--- config.mk ---
export PLATFORM = sky130hd
export DESIGN_NAME = nn_pixel_feeder
export DESIGN_NICKNAME = d
export VERILOG_FILES = /design/src/rtl/nn_pixel_feeder.sv
export SDC_FILE = /design/constraint.sdc
export NUM_CORES = 1
export LEC_CHECK = 0
export ABC_CLOCK_PERIOD_IN_PS = 19700
export CAP_MARGIN = 40
export CORE_MARGIN = 4
export CORE_UTILIZATION = 44
export CTS_BUF_LIST = sky130_fd_sc_hd__clkbuf_8
export CTS_CLUSTER_DIAMETER = 200
export CTS_CLUSTER_SIZE = 40
export DETAILED_ROUTE_END_ITERATION = 12
export GPL_TIMING_DRIVEN = 1
export PLACE_DENSITY = 0.61
export SLEW_MARGIN = 20
export SYNTH_ARGS = -nofsm -noshare
export SYNTH_HDL_FRONTEND = slang
export SYNTH_SLANG_ARGS = --single-unit
--- constraint.sdc ---
create_clock -name masterClk -period 19.7 [get_ports masterClk]
set_input_delay 1.97 -clock masterClk [delete_from_list [all_inputs] [get_ports masterClk]]
set_output_delay 1.97 -clock masterClk [all_outputs]
set_load 0.1 [all_outputs]
--- src/rtl/nn_pixel_feeder.sv ---
// nn_pixel_feeder
//   Front end for NN_Controler. Accepts grayscale pixels from the host over
//   valid/ready and binarizes each one against THRESHOLD (pixel >= THRESHOLD
//   gives 1). It buffers one frame, streams it as a 1-bit burst to the
//   controller, completes the prediction handshake, and holds the digit for
//   the host until the host acknowledges it.
//
// Ports
//   masterClk, reset       : clock and synchronous active-high reset
//   pixelIn/Valid/Ready    : host pixel stream, raster order, index 0 first
//   readyForInputs         : controller can take a burst
//   inputsInbound          : high for exactly NUM_PIXELS cycles per burst
//   inputPixel             : binarized pixel i during burst cycle i
//   predictionReady/Out    : controller result and its strobe
//   predictionRecieved     : handshake acknowledge to the controller
//   resultValid/Digit      : latched digit offered to the host
//   resultAck              : host consumed the result
//   frameCount             : completed frames, wraps modulo 2^16
module nn_pixel_feeder #(
  parameter int NUM_PIXELS  = 784,
  parameter int PIXEL_WIDTH = 8,
  parameter int THRESHOLD   = 128,
  parameter int INDEX_WIDTH = 10
) (
  input  logic                   masterClk,
  input  logic                   reset,
  input  logic [PIXEL_WIDTH-1:0] pixelIn,
  input  logic                   pixelValid,
  output logic                   pixelReady,
  input  logic                   readyForInputs,
  output logic                   inputsInbound,
  output logic                   inputPixel,
  input  logic                   predictionReady,
  input  logic [3:0]             predictionOut,
  output logic                   predictionRecieved,
  output logic                   resultValid,
  output logic [3:0]             resultDigit,
  input  logic                   resultAck,
  output logic [15:0]            frameCount
);

  // Buffer address width; the low bits of the pixel counter address the buffer.
  localparam int BUF_IW = (NUM_PIXELS > 1) ? $clog2(NUM_PIXELS) : 1;
  localparam logic [INDEX_WIDTH-1:0] LAST_IDX = INDEX_WIDTH'(NUM_PIXELS - 1);
  localparam logic [PIXEL_WIDTH-1:0] THRESH   = PIXEL_WIDTH'(THRESHOLD);

  typedef enum logic [2:0] {
    LOAD, WAIT_NN, STREAM, WAIT_PRED, ACK, RESULT
  } state_t;

  state_t                 state;
  logic [NUM_PIXELS-1:0]  frameBuf;
  logic [INDEX_WIDTH-1:0] idx;
  logic [INDEX_WIDTH-1:0] nextIdx;

  assign nextIdx = idx + 1'b1;

  always_ff @(posedge masterClk) begin
    if (reset) begin
      state              <= LOAD;
      idx                <= '0;
      pixelReady         <= 1'b1;
      inputsInbound      <= 1'b0;
      inputPixel         <= 1'b0;
      predictionRecieved <= 1'b0;
      resultValid        <= 1'b0;
      resultDigit        <= 4'd0;
      frameCount         <= 16'd0;
    end else begin
      case (state)
        LOAD: begin
          // pixelReady is 1 throughout LOAD, so pixelValid alone is a transfer.
          if (pixelValid) begin
            frameBuf[idx[BUF_IW-1:0]] <= (pixelIn >= THRESH);
            if (idx == LAST_IDX) begin
              idx        <= '0;
              pixelReady <= 1'b0;
              state      <= WAIT_NN;
            end else begin
              idx <= nextIdx;
            end
          end
        end
        WAIT_NN: begin
          if (readyForInputs) begin
            inputsInbound <= 1'b1;
            inputPixel    <= frameBuf[0];
            idx           <= '0;
            state         <= STREAM;
          end
        end
        STREAM: begin
          // idx is the pixel currently on inputPixel; readyForInputs is not
          // consulted so the burst always runs to completion.
          if (idx == LAST_IDX) begin
            inputsInbound <= 1'b0;
            inputPixel    <= 1'b0;
            idx           <= '0;
            state         <= WAIT_PRED;
          end else begin
            inputPixel <= frameBuf[nextIdx[BUF_IW-1:0]];
            idx        <= nextIdx;
          end
        end
        WAIT_PRED: begin
          if (predictionReady) begin
            resultDigit        <= predictionOut;
            predictionRecieved <= 1'b1;
            state              <= ACK;
          end
        end
        ACK: begin
          if (!predictionReady) begin
            predictionRecieved <= 1'b0;
            resultValid        <= 1'b1;
            state              <= RESULT;
          end
        end
        RESULT: begin
          if (resultAck && resultValid) begin
            resultValid <= 1'b0;
            frameCount  <= frameCount + 16'd1;
            pixelReady  <= 1'b1;
            state       <= LOAD;
          end
        end
        default: state <= LOAD;
      endcase
    end
  end

endmodule

* Word level (Yosys, flattened, before mapping) *
Index checks and enable logic that the tools add are counted.

word-level totals
  register bits = 822
  output and inout bits = 25
  input bits = 18

operators by class
  reductions and logical operators = 18
  add/sub/neg operators = 2
  eq/ne operators = 13
  bitwise operators = 1
  mux-type cells = 32
  magnitude comparators = 4

operators with widths
  kind                                                           count
  bitwise mux 784 bit                                            1
  2-to-1 mux 10 bit                                              3
  one-hot mux 10 bit (3 select lines)                            1
  less-than comparator 10 x 11 -> 1 bit (second input constant)  2
  2-to-1 mux 3 bit                                               7
  one-hot mux 3 bit (6 select lines)                             1
  adder 16 x 1 -> 16 bit (second input constant)                 1
  AND reduction 3 bit                                            5
  inequality test 2 bit (second input constant)                  7
  2-to-1 mux 1 bit                                               12
  adder 10 x 1 -> 10 bit (second input constant)                 1
  binary-select mux 1 bit (select 10 bit)                        1
  demux 1 bit (select 10 bit)                                    1
  == test 10 bit (second input constant)                         1
  >= comparator 10 x 1 -> 1 bit (second input constant)          1
  one-hot mux 1 bit (2 select lines)                             5
  >= comparator 8 bit (second input constant)                    1
  nonzero test 2 bit                                             4
  AND reduction 7 bit                                            1
  == test 3 x 2 -> 1 bit (second input constant)                 2
  == test 3 bit (second input constant)                          2
  AND reduction 2 bit                                            3
  AND reduction 4 bit                                            1
  == test 3 x 1 -> 1 bit (second input constant)                 1
  other kinds (4)                                                5

* Logic depth before layout (Yosys ltp) *
  depth in word-level cells = 5
  gate-level depth with buffers = 19

* Worst setup path before layout *
OpenSTA, ideal clock, no wires.

  path kind = input to register
  start = in pixelIn[7]
  end = reg frameBuf[0] (data pin)
  path slack = 3,418 ps
  required time = 17,011 ps
  arrival = 13,593 ps
  stages on the path = 1
  path through = clkbuf_1

on the way
  longest elaborated chain between the ends = 2

RTL lines
  item                             line  RTL
  from (decl)                      27    input logic [PIXEL_WIDTH-1:0] pixelIn,
  >= comparator 8 bit              74    frameBuf[idx[BUF_IW-1:0]] <= (pixelIn >= THRESH);
  bitwise mux 784 bit              74
  to (signal, indexed assignment)  74
  to (decl)                        52    logic [NUM_PIXELS-1:0] frameBuf;

No other way between the ends.
A chain may end at the register's enable or synchronous reset.

* Final worst setup path *
  start = reg idx[0]
  end = reg inputPixel

on the way
  longest elaborated chain between the ends = 5
  elaborated cells on any way between the ends = 6
  those cells by class = add/sub: 1; eq/ne: 1; mux: 4

RTL lines
  item                                     line  RTL
  from (decl)                              53    logic [INDEX_WIDTH-1:0] idx;
  from (signal assigned)                   80    idx <= nextIdx;
  from (signal assigned)                   102   idx <= nextIdx;
  adder 10 x 1 -> 10 bit                   56    assign nextIdx = idx + 1'b1;
  binary-select mux 1 bit (select 10 bit)  101   inputPixel <= frameBuf[nextIdx[BUF_IW-1:0]];
  2-to-1 mux 1 bit (implied by the code)   101
  2-to-1 mux 1 bit (*)                     95    if (idx == LAST_IDX) begin
  one-hot mux 1 bit (2 select lines) (*)   70    case (state)
  to (signal assigned)                     87    inputPixel <= frameBuf[0];
  to (signal assigned)                     101
  to (decl)                                32    output logic inputPixel,

Mark *: on every way between the ends. The rest lies on a longest branch, timed or not. The select of a mux whose other input is x is not followed.

==> metrics.txt <==
TritonCTS clock tree=yes; Max IR drop VDD=0.0530 mV; Initial DRC Count=2805; die extent in x=about 300 µm; static leakage=11.1 nW; area leader, netlist=edfxtp_1; Sw Pwr=0.627 mW; number of flops mapped to enable cells by yosys=784; CP Launch Type=flip-flop; layout cell share with drive strength beyond 1=14.6%; die height=294 µm; final wirelength=91900 µm; critical path class=flip-flop to flip-flop; Int Pwr=~2.1 mW; Yosys reg bits=822; fmax=0.188 GHz; # port buffers=35; largest cells by area after synthesis=edfxtp_1 65%, mux4_2 12%, nor2_1 8.9%; Post-CTS Setup Inserts=0; antenna-violating nets left=0; CP required=about 20 ns; crit path time final=5.31 ns; unrepaired setup endpoints after global routing=no; sequential power share=69.3%; Critical Path End Type=flip-flop; Sw Share=a little under a quarter; total track usage=21.1%; Die Footprint=0.0864 mm²; nets@finish=between 2000 and 3000; vias in the first global route=21246; Core Util, Final=47.8%; Logic pwr share=8.7%; Worst Hold Class=flip-flop to flip-flop; GP Congestion=just under 0.9; initial antenna violation count=2; Initial Util=44.5%; worst path arrival time=5.93 ns; Final TNS setup=0 ns; H-tree depth=1; CP max-delay cell=dfxtp_4; Clock power frac=22.0%; final worst-path cycle share=roughly 27%; # hold bufs at CTS=0; Seq/Total Area, Yosys=67.5%; Post-Syn Instances=2583; final hold violation count=0; Least-Margin Pin Slew=slightly below 1 ns; setup violators final=0; via count=21571; synthesized area=0.0360 mm²; largest net degree at the start of global routing=between 300 and 400; worst path buffer plus inverter count=4; Sink Count=822; global-route wire length before repair=around 140000 µm; Crit path largest cell delay=between 0.8 and 0.9 ns; Wirelength per Cell=roughly 25 µm; FFs w/ async S/R, synth=0%; Final HPWL DP=~56000 µm; Vias/cell=around 6.0; Filler Cells Inserted=roughly 7000; Clock Latency Late Sink=0.73 ns; CTS max path bufs=3; CTS resizes=0; post-synth cell types=63; maxcap violations=0; Slew HR=34.8%; CP Max Fanout=between 40 and 50; Row Count=approximately 100; core area=0.0808 mm²; Layout area overhead=7.37%; drt drc=0; status=finished clean; critical path cell sequence=inv_1 -> buf_4 -> ha_4 -> buf_4 -> buf_4 -> mux4_2 -> mux4_2 -> a22oi_1 -> nand4_1 -> a32oi_1 -> o31ai_1; Synth Warn #=0; Crit path max-delay family=buffers and inverters; power density over the cells=between 70 and 80 mW/mm²; Root Buffer=clkbuf_8; Reg clk slew, reported paths=0.23 ns; Initial DRT Pass Iterations=6; Avg Inst Size Synth=13.9 µm²; Post-Syn Nets=between 2000 and 3000; io pins=43; ys flop type=edfxtp_1; top cell type's share of synthesized area=65.4%; most used cell, CP=buf_4; Num CTS Buffers=24; Clock Skew=about 0.046 ns; GRT overflow=0; Slew Limit Fails=0
[registers in the layout, summed over array words and instances (netlist names)]
name / cells
frameBuf: 784
frameCount: 16
idx: 10
inputPixel: 1
inputsInbound: 1
pixelReady: 1
predictionRecieved: 1
resultDigit: 4
resultValid: 1
state: 3
[metrics by stage]
stage | setup slack, ns | instances | area, µm² | power (mW) | hold slack, ns
finish | 14.39 | 3617 | 38600 | 2.76 | 0.503
global route | 14.14 | 3615 | 38600 | 2.85 | 0.552
CTS | 14.36 | 3605 | 38500 | 2.78 | 0.508
detailed placement | 14.34 | 3561 | 38100 | 2.19 | 0.462
global placement | 14.26 | 3508 | 37300 | 2.19 | 0.472
floorplan | 3.42 | 2583 | 36000 | 2.15 | 0.604
[layout make-up]
| type | count | area (µm²) | area share, % |
|---|---|---|---|
| Clock inverter | 19 | 87.6 | 0.227 |
| Multi-Input combinational cell | 1533 | 10800 | 28.0 |
| Sequential cell | 822 | 24300 | 62.9 |
| Clock buffer | 25 | 344 | 0.891 |
| Inverter | 4 | 15.0 | 0.0389 |
| Tap cell | 1060 | 1330 | 3.43 |
| Timing Repair Buffer | 150 | 1720 | 4.45 |
| Antenna cell | 4 | 10.0 | 0.0259 |
[cells by family after synthesis]
| kind of cell | count (synthesis) | synth area share, % |
|---|---|---|
| compound gates | 97 | 1.94 |
| xor+xnor | 26 | 0.633 |
| fa+ha+maj | 5 | 0.174 |
| buf+inv | 228 | 2.67 |
| flops | 822 | 67.5 |
| mux | 251 | 14.0 |
| simple gates | 1154 | 13.0 |
[worst paths after layout]
check	startpoint	to	slack, ns	depth (start not counted)
hold / removal	pixelReady	pixelReady	0.50	1
setup / recovery	idx[0]	inputPixel	14.39	11
setup reg to reg	idx[0]	inputPixel	14.39	11
hold reg to reg	pixelReady	pixelReady	0.50	1
[Yosys cell counts, drive strengths merged (7+ instances only)]
| cell | number |
|---|---|
| o21ai | 12 |
| mux2 | 13 |
| xnor2 | 12 |
| nor2b | 14 |
| dfxtp | 38 |
| a221oi | 7 |
| clkbuf | 160 |
| edfxtp | 784 |
| nand4 | 25 |
| mux4 | 200 |
| nand2 | 136 |
| nor2 | 849 |
| xor2 | 14 |
| nand3 | 77 |
| buf | 64 |
| and3 | 10 |
| nor3 | 9 |
| mux2i | 38 |
| a22oi | 14 |
| a21oi | 16 |
| a32oi | 10 |
[cells in the final DEF (no fill, tap or decap), types with 14 or more instances in the layout]
master	Yosys	layout
nor2_1	849	849
edfxtp_1	784	784
mux4_2	196	196
nand2_1	136	135
nand3_1	77	71
buf_4	8	56
mux2i_1	38	38
dfxtp_1	38	37
buf_8	0	34
clkdlybuf4s50_1	0	34
clkbuf_8	0	25
nand4_1	24	24
inv_1	4	22
a21oi_1	16	16
a22oi_1	14	14
[power by group through the flow]
| stage | registers, mW | logic (mW) | clock network, mW |
|---|---|---|---|
| floorplan | 1.98 | 0.170 | 0 |
| global placement | 1.95 | 0.234 | 0 |
| detailed placement | 1.95 | 0.241 | 0 |
| CTS | 1.92 | 0.241 | 0.618 |
| global route | 1.92 | 0.257 | 0.678 |
| finish | 1.91 | 0.242 | 0.608 |
[routing by layer]
layer / vias to the layer above / global-route usage [%] / wire [µm]
li1: 9285 / - / -
met1: 11277 / 29.4 / 37200
met2: 875 / 35.7 / 45300
met3: 134 / 2.56 / 7100
met4: 0 / 5.17 / 2360
met5: - / 0 / 0
[worst reg2reg max path: cells and delay by family, from the launching register on]
| family | cells | cell delay [ns] |
|---|---|---|
| AO/OA/AOI/OAI | 3 | 0.66 |
| adder cells (fa/ha/maj) | 1 | 0.70 |
| buffers and inverters | 4 | 1.82 |
| flip-flops | 1 | 0.85 |
| multiplexers | 2 | 0.98 |
| AND/OR/NAND/NOR | 1 | 0.21 |
No activity file was read; power rests on OpenSTA's default activity.
